[config.mk]
export PLATFORM = sky130hd
export DESIGN_NAME = imem_loader_flat
export DESIGN_NICKNAME = d
export VERILOG_FILES = /design/src/rtl/imem_loader_if.sv /design/src/rtl/imem_loader.sv /design/src/flat_wrapper.sv
export SDC_FILE = /design/constraint.sdc
export NUM_CORES = 1
export LEC_CHECK = 0
export CAP_MARGIN = 20
export CORE_MARGIN = 2
export CORE_UTILIZATION = 56
export CTS_CLUSTER_SIZE = 16
export DETAILED_ROUTE_END_ITERATION = 10
export DONT_BUFFER_PORTS = 1
export GPL_TIMING_DRIVEN = 0
export PLACE_DENSITY = 0.71
export SLEW_MARGIN = 20
export SYNTH_ARGS = -nofsm -noshare
export SYNTH_HDL_FRONTEND = slang
export SYNTH_SLANG_ARGS = --single-unit
[constraint.sdc]
create_clock -name clk -period 2.3 [get_ports clk]
set_input_delay 0.115 -clock clk [delete_from_list [all_inputs] [get_ports clk]]
set_output_delay 0.115 -clock clk [all_outputs]
set_load 0.01 [all_outputs]
[src/rtl/imem_loader_if.sv]
// Byte-stream and instruction-memory write bundle of the boot-time loader.
// The slave side is the loader; the master side feeds bytes and observes writes.
interface imem_loader_if;
    logic        s_valid;
    logic [7:0]  s_data;
    logic        s_ready;
    logic        imem_we;
    logic [31:0] imem_addr;
    logic [31:0] imem_wd;

    modport master (
        output s_valid, s_data,
        input  s_ready, imem_we, imem_addr, imem_wd
    );

    modport slave (
        input  s_valid, s_data,
        output s_ready, imem_we, imem_addr, imem_wd
    );
endinterface

[src/rtl/imem_loader.sv]
// Boot-time instruction-memory loader: packs a byte stream into little-endian words and holds
// the core in reset until the load completes. Optional checksum byte check: LOADER_CHECKSUM_EN.
module imem_loader #(
    parameter int unsigned ADDR_WIDTH = 10,
    parameter logic [31:0] BASE_ADDR  = 32'h0000_0000
) (
    input  logic                  clk,
    input  logic                  rst,
    input  logic                  start,
    input  logic [ADDR_WIDTH:0]   len_words,
    imem_loader_if.slave          bus,
    output logic                  core_rst_n,
    output logic                  busy,
    output logic                  done,
    output logic                  err
);

    localparam logic [2:0] ST_IDLE    = 3'd0;
    localparam logic [2:0] ST_COLLECT = 3'd1;
    localparam logic [2:0] ST_WRITE   = 3'd2;
    localparam logic [2:0] ST_DONE    = 3'd3;
`ifdef LOADER_CHECKSUM_EN
    localparam logic [2:0] ST_CHK     = 3'd4;
`endif

    localparam logic [ADDR_WIDTH:0] ZERO_LEN  = {(ADDR_WIDTH+1){1'b0}};
    localparam logic [ADDR_WIDTH:0] ONE_LEN   = {{ADDR_WIDTH{1'b0}}, 1'b1};
    localparam logic [ADDR_WIDTH:0] MAX_WORDS = {1'b1, {ADDR_WIDTH{1'b0}}};

    logic [2:0]          state_r, state_s;
    logic [ADDR_WIDTH:0] len_r, len_s;
    logic [ADDR_WIDTH:0] word_idx_r, word_idx_s;
    logic [1:0]          byte_idx_r, byte_idx_s;
    logic [31:0]         asm_r, asm_s;
    logic                s_ready_r, s_ready_s;
    logic                imem_we_r, imem_we_s;
    logic [31:0]         imem_addr_r, imem_addr_s;
    logic [31:0]         imem_wd_r, imem_wd_s;
    logic                core_rst_n_r, core_rst_n_s;
    logic                busy_r, busy_s;
    logic                done_r, done_s;
    logic                err_r, err_s;
    logic                accept_s;
`ifdef LOADER_CHECKSUM_EN
    logic [7:0]          sum_r, sum_s;

    function automatic logic [7:0] csum_add(input logic [7:0] acc, input logic [7:0] b);
        return acc + b;
    endfunction
`endif

    function automatic logic [31:0] word_addr(input logic [ADDR_WIDTH:0] idx);
        return BASE_ADDR + {{(32-ADDR_WIDTH-3){1'b0}}, idx, 2'b00};
    endfunction

    assign bus.s_ready   = s_ready_r;
    assign bus.imem_we   = imem_we_r;
    assign bus.imem_addr = imem_addr_r;
    assign bus.imem_wd   = imem_wd_r;
    assign core_rst_n    = core_rst_n_r;
    assign busy          = busy_r;
    assign done          = done_r;
    assign err           = err_r;

    // Next-state and next-output logic; outputs are decoded for the state being entered
    always_comb begin
        state_s      = state_r;
        len_s        = len_r;
        word_idx_s   = word_idx_r;
        byte_idx_s   = byte_idx_r;
        asm_s        = asm_r;
        s_ready_s    = 1'b0;
        imem_we_s    = 1'b0;
        imem_addr_s  = imem_addr_r;
        imem_wd_s    = imem_wd_r;
        core_rst_n_s = core_rst_n_r;
        busy_s       = 1'b0;
        done_s       = 1'b0;
        err_s        = 1'b0;
        accept_s     = bus.s_valid && s_ready_r;
`ifdef LOADER_CHECKSUM_EN
        sum_s        = sum_r;
`endif
        case (state_r)
            ST_IDLE: begin
                if (start) begin
                    if (len_words == ZERO_LEN) begin
                        state_s      = ST_DONE;
                        done_s       = 1'b1;
                        core_rst_n_s = 1'b1;
                    end else if (len_words > MAX_WORDS) begin
                        err_s = 1'b1;
                    end else begin
                        state_s      = ST_COLLECT;
                        len_s        = len_words;
                        word_idx_s   = ZERO_LEN;
                        byte_idx_s   = 2'd0;
                        core_rst_n_s = 1'b0;
                        s_ready_s    = 1'b1;
                        busy_s       = 1'b1;
`ifdef LOADER_CHECKSUM_EN
                        sum_s        = 8'd0;
`endif
                    end
                end else begin
                    state_s = ST_IDLE;
                end
            end
            ST_COLLECT: begin
                busy_s = 1'b1;
                if (accept_s) begin
                    asm_s[{byte_idx_r, 3'b000} +: 8] = bus.s_data;
                    byte_idx_s = byte_idx_r + 2'd1;
`ifdef LOADER_CHECKSUM_EN
                    sum_s = csum_add(sum_r, bus.s_data);
`endif
                    if (byte_idx_r == 2'd3) begin
                        state_s     = ST_WRITE;
                        imem_we_s   = 1'b1;
                        imem_addr_s = word_addr(word_idx_r);
                        imem_wd_s   = asm_s;
                    end else begin
                        s_ready_s = 1'b1;
                    end
                end else begin
                    s_ready_s = 1'b1;
                end
            end
            ST_WRITE: begin
                word_idx_s = word_idx_r + ONE_LEN;
                if (word_idx_r == (len_r - ONE_LEN)) begin
`ifdef LOADER_CHECKSUM_EN
                    state_s   = ST_CHK;
                    s_ready_s = 1'b1;
                    busy_s    = 1'b1;
`else
                    state_s      = ST_DONE;
                    done_s       = 1'b1;
                    core_rst_n_s = 1'b1;
`endif
                end else begin
                    state_s   = ST_COLLECT;
                    s_ready_s = 1'b1;
                    busy_s    = 1'b1;
                end
            end
`ifdef LOADER_CHECKSUM_EN
            ST_CHK: begin
                if (accept_s) begin
                    // The checksum byte brings the byte sum of the whole image to zero mod 256
                    if (csum_add(sum_r, bus.s_data) == 8'd0) begin
                        state_s      = ST_DONE;
                        done_s       = 1'b1;
                        core_rst_n_s = 1'b1;
                    end else begin
                        state_s = ST_IDLE;
                        err_s   = 1'b1;
                    end
                end else begin
                    s_ready_s = 1'b1;
                    busy_s    = 1'b1;
                end
            end
`endif
            ST_DONE: begin
                state_s = ST_IDLE;
            end
            default: begin
                state_s = ST_IDLE;
            end
        endcase
    end

    // State, counters, assembly register and registered outputs
    always_ff @(posedge clk or negedge rst) begin
        if (!rst) begin
            state_r      <= ST_IDLE;
            len_r        <= ZERO_LEN;
            word_idx_r   <= ZERO_LEN;
            byte_idx_r   <= 2'd0;
            asm_r        <= 32'h0000_0000;
            s_ready_r    <= 1'b0;
            imem_we_r    <= 1'b0;
            imem_addr_r  <= 32'h0000_0000;
            imem_wd_r    <= 32'h0000_0000;
            core_rst_n_r <= 1'b0;
            busy_r       <= 1'b0;
            done_r       <= 1'b0;
            err_r        <= 1'b0;
`ifdef LOADER_CHECKSUM_EN
            sum_r        <= 8'd0;
`endif
        end else begin
            state_r      <= state_s;
            len_r        <= len_s;
            word_idx_r   <= word_idx_s;
            byte_idx_r   <= byte_idx_s;
            asm_r        <= asm_s;
            s_ready_r    <= s_ready_s;
            imem_we_r    <= imem_we_s;
            imem_addr_r  <= imem_addr_s;
            imem_wd_r    <= imem_wd_s;
            core_rst_n_r <= core_rst_n_s;
            busy_r       <= busy_s;
            done_r       <= done_s;
            err_r        <= err_s;
`ifdef LOADER_CHECKSUM_EN
            sum_r        <= sum_s;
`endif
        end
    end

endmodule
[src/flat_wrapper.sv]
// flat-port wrapper written by rule: the top's interface ports become plain ports
module imem_loader_flat 
#(
    parameter int unsigned ADDR_WIDTH = 10,
    parameter logic [31:0] BASE_ADDR  = 32'h0000_0000
)
  (clk, rst, start, len_words, core_rst_n, busy, done, err, bus_s_valid, bus_s_data, bus_s_ready, bus_imem_we, bus_imem_addr, bus_imem_wd);
  imem_loader_if bus_i ();
  input  logic clk;
  input  logic rst;
  input  logic start;
  input  logic [ADDR_WIDTH:0] len_words;
  output logic core_rst_n;
  output logic busy;
  output logic done;
  output logic err;
  input wire logic [$bits(bus_i.s_valid)-1:0] bus_s_valid;
  input wire logic [$bits(bus_i.s_data)-1:0] bus_s_data;
  output wire logic [$bits(bus_i.s_ready)-1:0] bus_s_ready;
  output wire logic [$bits(bus_i.imem_we)-1:0] bus_imem_we;
  output wire logic [$bits(bus_i.imem_addr)-1:0] bus_imem_addr;
  output wire logic [$bits(bus_i.imem_wd)-1:0] bus_imem_wd;
  assign bus_i.s_valid = bus_s_valid;
  assign bus_i.s_data = bus_s_data;
  assign bus_s_ready = bus_i.s_ready;
  assign bus_imem_we = bus_i.imem_we;
  assign bus_imem_addr = bus_i.imem_addr;
  assign bus_imem_wd = bus_i.imem_wd;
  imem_loader #(.ADDR_WIDTH(ADDR_WIDTH), .BASE_ADDR(BASE_ADDR)) u_core (.clk(clk), .rst(rst), .start(start), .len_words(len_words), .bus(bus_i), .core_rst_n(core_rst_n), .busy(busy), .done(done), .err(err));
endmodule
==> results.txt <==
The net count of the finished layout is 577. The critical path goes through or4_4 -> o21ai_1 -> or4b_1 -> nand3_1 -> and4b_1 -> o21bai_1. The worst pin sits at a relative slew slack of 62.49%.

The violation count after the first detailed-routing iteration came out at between 150 and 200. At the worst endpoint, the arrival time is ~2.5 ns. The fill cell instance count of the final layout came out at around 760. For the worst setup path, the data required time is between 2 and 3 ns. The TritonCTS clock tree is built.

The sequential cell area fraction in the yosys report is 51.26%. Among cell families on the critical path, the largest total delay comes from simple AND/OR/NAND/NOR gates. The floorplan step defined a die boundary enclosing 10,120 µm². Across all register-to-register paths, the minimum setup slack is 0.1 ns. The global routing usage summed across all routing layers is between 20% and 30%. The shortest period the worst path allows is 2.200 ns. After detailed routing, the number of vias per cell comes to 5.637. The part of the cycle the worst path needs came out at 95.67%.

In this run the worst path has a maximum fanout of 4. The count of flip-flops with a built-in enable after synthesis is 0. The first TritonRoute pass finished after 4 iterations. The residual overflow from global routing is 0. The worst register-to-register path begins at u_core.len_r[2]. The area share of the leading cell type in the synthesized netlist came out at 51.26%. Timing would allow up to roughly 450 MHz.

The worst supply voltage drop on vdd is 0.0004536 V. The most used flip-flop cell after synthesis is dfrtp_1. The average wire length per cell after detail routing is 16.87 µm. The via count of the routed design came out at roughly 3,700. The antenna diode count is 0.

The signed area change from the synthesized netlist to the final layout came out at 11.76%. The critical path is of the register to register type. The register bit count reported by yosys is 107. The critical path endpoint category is a register. In this run the tool buffered the top-level ports with 0 buffer cells.

The final-report hold violation count is 107. The synthesized area came out at between 5000 and 6000 µm². Counting the buffers created by CTS gives 9. After legalization and detailed placement, the total HPWL measured between 7000 and 8000 µm. STA classifies the critical path startpoint as a register. The worst hold path belongs to the class input pin to async pin.

By area the synthesized netlist is led by dfrtp_1, a21oi_1, a22o_1. The slew at the pin closest to its max-slew limit came out at around 0.56 ns. The count of distinct cell types in the synthesized netlist came out at 55. The slowest stage of the critical path is the or4_4 cell. The worst register-to-register path ends at u_core.busy. Summed over all instances, the cell type with the most area after synthesis is dfrtp_1. During synthesis, Yosys emitted a total of 0 warnings. The clock reaches the later pin of the worst-skew pair after 0.37 ns.

The routability-driven placement congestion ratio came out at 0.8870. The share of flip-flops with an asynchronous set or reset after synthesis came out at 100.0%. The area of the core is 9153 µm². The clock transition at the registers of the reported paths is 0.10 ns. The analysis attributes to cell leakage a power of 2.769 nW. The first-pass GRT wire length is 18,240 µm. Once the floorplan was initialized, standard cells occupied 57.07% of the core. The run finished, with violations left.

CTS placed an instance of clkbuf_8 at the clock tree root. For the final database, setup skew stands at 0.01475 ns. The clock sink count came out at between 100 and 150.

The setup TNS came out at 0 ns. The count of hold-fix buffers inserted at cts came out at 11. The total chip power came out at roughly 5.4 mW. The number of nets with antenna violations after routing came out at 0. The count of final max-slew check failures is 0. The H-tree was split into 3 levels. For this run, design rule violations remaining after detail routing come to 0. The top cell types in the final layout, fill and taps aside, are dfrtp_1, a21oi_1, nor2_1, nor2b_1, a22o_1. The combined buffer and inverter count along the critical path came out at 0. The highest cell delay on the worst timing path is between 0.5 and 0.6 ns. The power density relative to cell area is 920.4 nW/µm². The worst slack after detailed placement came out at -0.3385 ns. The final-layout worst hold slack came out at -0.5734 ns. The max-capacitance violation count came out at 0. The mean cell area of the mapped netlist is 10.47 µm². Setup violations remaining at the end of the flow were counted as 0. The final reports fail on hold timing. The number of top-level pins came out at 93. The slack of the critical path is 0.09958 ns. The number of cells after detailed placement came out at 630.

The die outline width is approximately 100 µm. The pin count of the biggest net entering global routing came out at 108. The vertical extent of the die came out at 100.6 µm.

Cells with a size suffix above 1 make up 17.60% of the layout. The number of buffers on the longest clock path came out at 2. The floorplan has 35 rows.

The final wirelength is 11,170 µm. The gate count after technology mapping came out at 499. The number of antenna violations at the first check in global routing is 0. Setup repair after global routing left no endpoint under its margin. The number of global-route vias before repair is 3,524.

The final non-filler cell total came out at around 660. For the worst flop-to-flop path, the logic depth is 6. The most common cell after layout, fill and taps aside is dfrtp_1.
-- per-layer routing --
layer	vias up	track usage, %	part of all wire [%]
met5	-	0	0
met4	0	7.692	1.0
met3	8	4.508	7.7
met2	119	33.38	43
met1	1805	35.34	48
li1	1800	-	-
-- final cells by class --
type,count,area [µm²],share of cell area (%)
flip-flops and latches,107,2681,45.93
repair buffers,20,177.7,3.043
clock buffers,9,123.9,2.122
multi-input cells,352,2322,39.78
plain buffers,48,300.3,5.144
inverters,8,30.03,0.5144
well taps,111,138.9,2.379
clock inverters,7,63.81,1.093
-- worst max-delay path by stage --
stage	startpoint	end	slack, ns	cells after the start
finish	u_core.len_r[2]	u_core.busy	0.1	6
global route	u_core.len_r[4]	u_core.busy	0.02	6
CTS	u_core.byte_idx_r[0]	u_core.asm_r[0]	0.001	7
detailed placement	u_core.byte_idx_r[0]	u_core.asm_r[22]	-0.34	7
global placement	u_core.byte_idx_r[0]	u_core.asm_r[22]	-0.25	7
floorplan	u_core.byte_idx_r[0]	u_core.asm_r[16]	0.18	7
-- per-stage QoR --
| stage | utilization, % | cell area (µm²) |
|---|---|---|
| 2_1_floorplan | - | 5299 |
| 3_3_place_gp | 59.41 | 5438 |
| 3_5_place_dp | 59.41 | 5438 |
| 4_1_cts | 63.19 | 5783 |
| 5_1_grt | 63.79 | 5838 |
| 6_report | 63.79 | 5838 |
-- synthesized netlist by cell type (all sizes together), types with 2 or more instances --
cell,number
clkbuf,14
nor4,2
a22o,32
a21oi,68
and2,5
or4,3
nor2b,38
nor2,51
nand4b,4
inv,8
mux2,20
nand4,10
xor2,11
and3b,2
and3,4
ha,8
nor3,11
nand2,13
nand3,4
xnor2,9
buf,38
dfrtp,107
a31oi,2
nand2b,4
a31o,2
o21ai,11
-- registers in the layout, summed over array words and instances, names as in the netlist --
name,flops
u_core.len_r,11
u_core.busy,1
u_core.asm_r,32
u_core.err,1
u_core.byte_idx_r,2
u_core.word_idx_r,11
u_core.state_r,2
u_core.bus.imem_we,1
u_core.bus.imem_wd,32
u_core.bus.s_ready,1
u_core.core_rst_n,1
u_core.done,1
u_core.bus.imem_addr,11
-- cells by family after synthesis --
kind of cell / count (synthesis) / synth area share, %
buffers and inverters: 60 / 6.491
flip-flops: 107 / 51.26
other: 1 / 0.07179
AO/OA/AOI/OAI: 124 / 15.35
adder cells (fa/ha/maj): 8 / 1.916
multiplexers: 21 / 4.503
AND/OR/NAND/NOR: 158 / 17.05
XOR/XNOR: 20 / 3.353
-- repair_timing --
item                                    CTS  global route
pin swaps                                 1             2
endpoints found under the setup margin   45            59
hold endpoints to repair                121           107
buffers inserted                          1             8
gates resized for setup                  10            10
-- power by group --
| group | internal (mW) | switching (mW) |
|---|---|---|
| Clock | 0.412 | 0.670 |
| Sequential | 2.21 | 0.342 |
| Combinational | 0.818 | 0.925 |
| Total | 3.44 | 1.94 |
(Power assumes the default switching activity.)
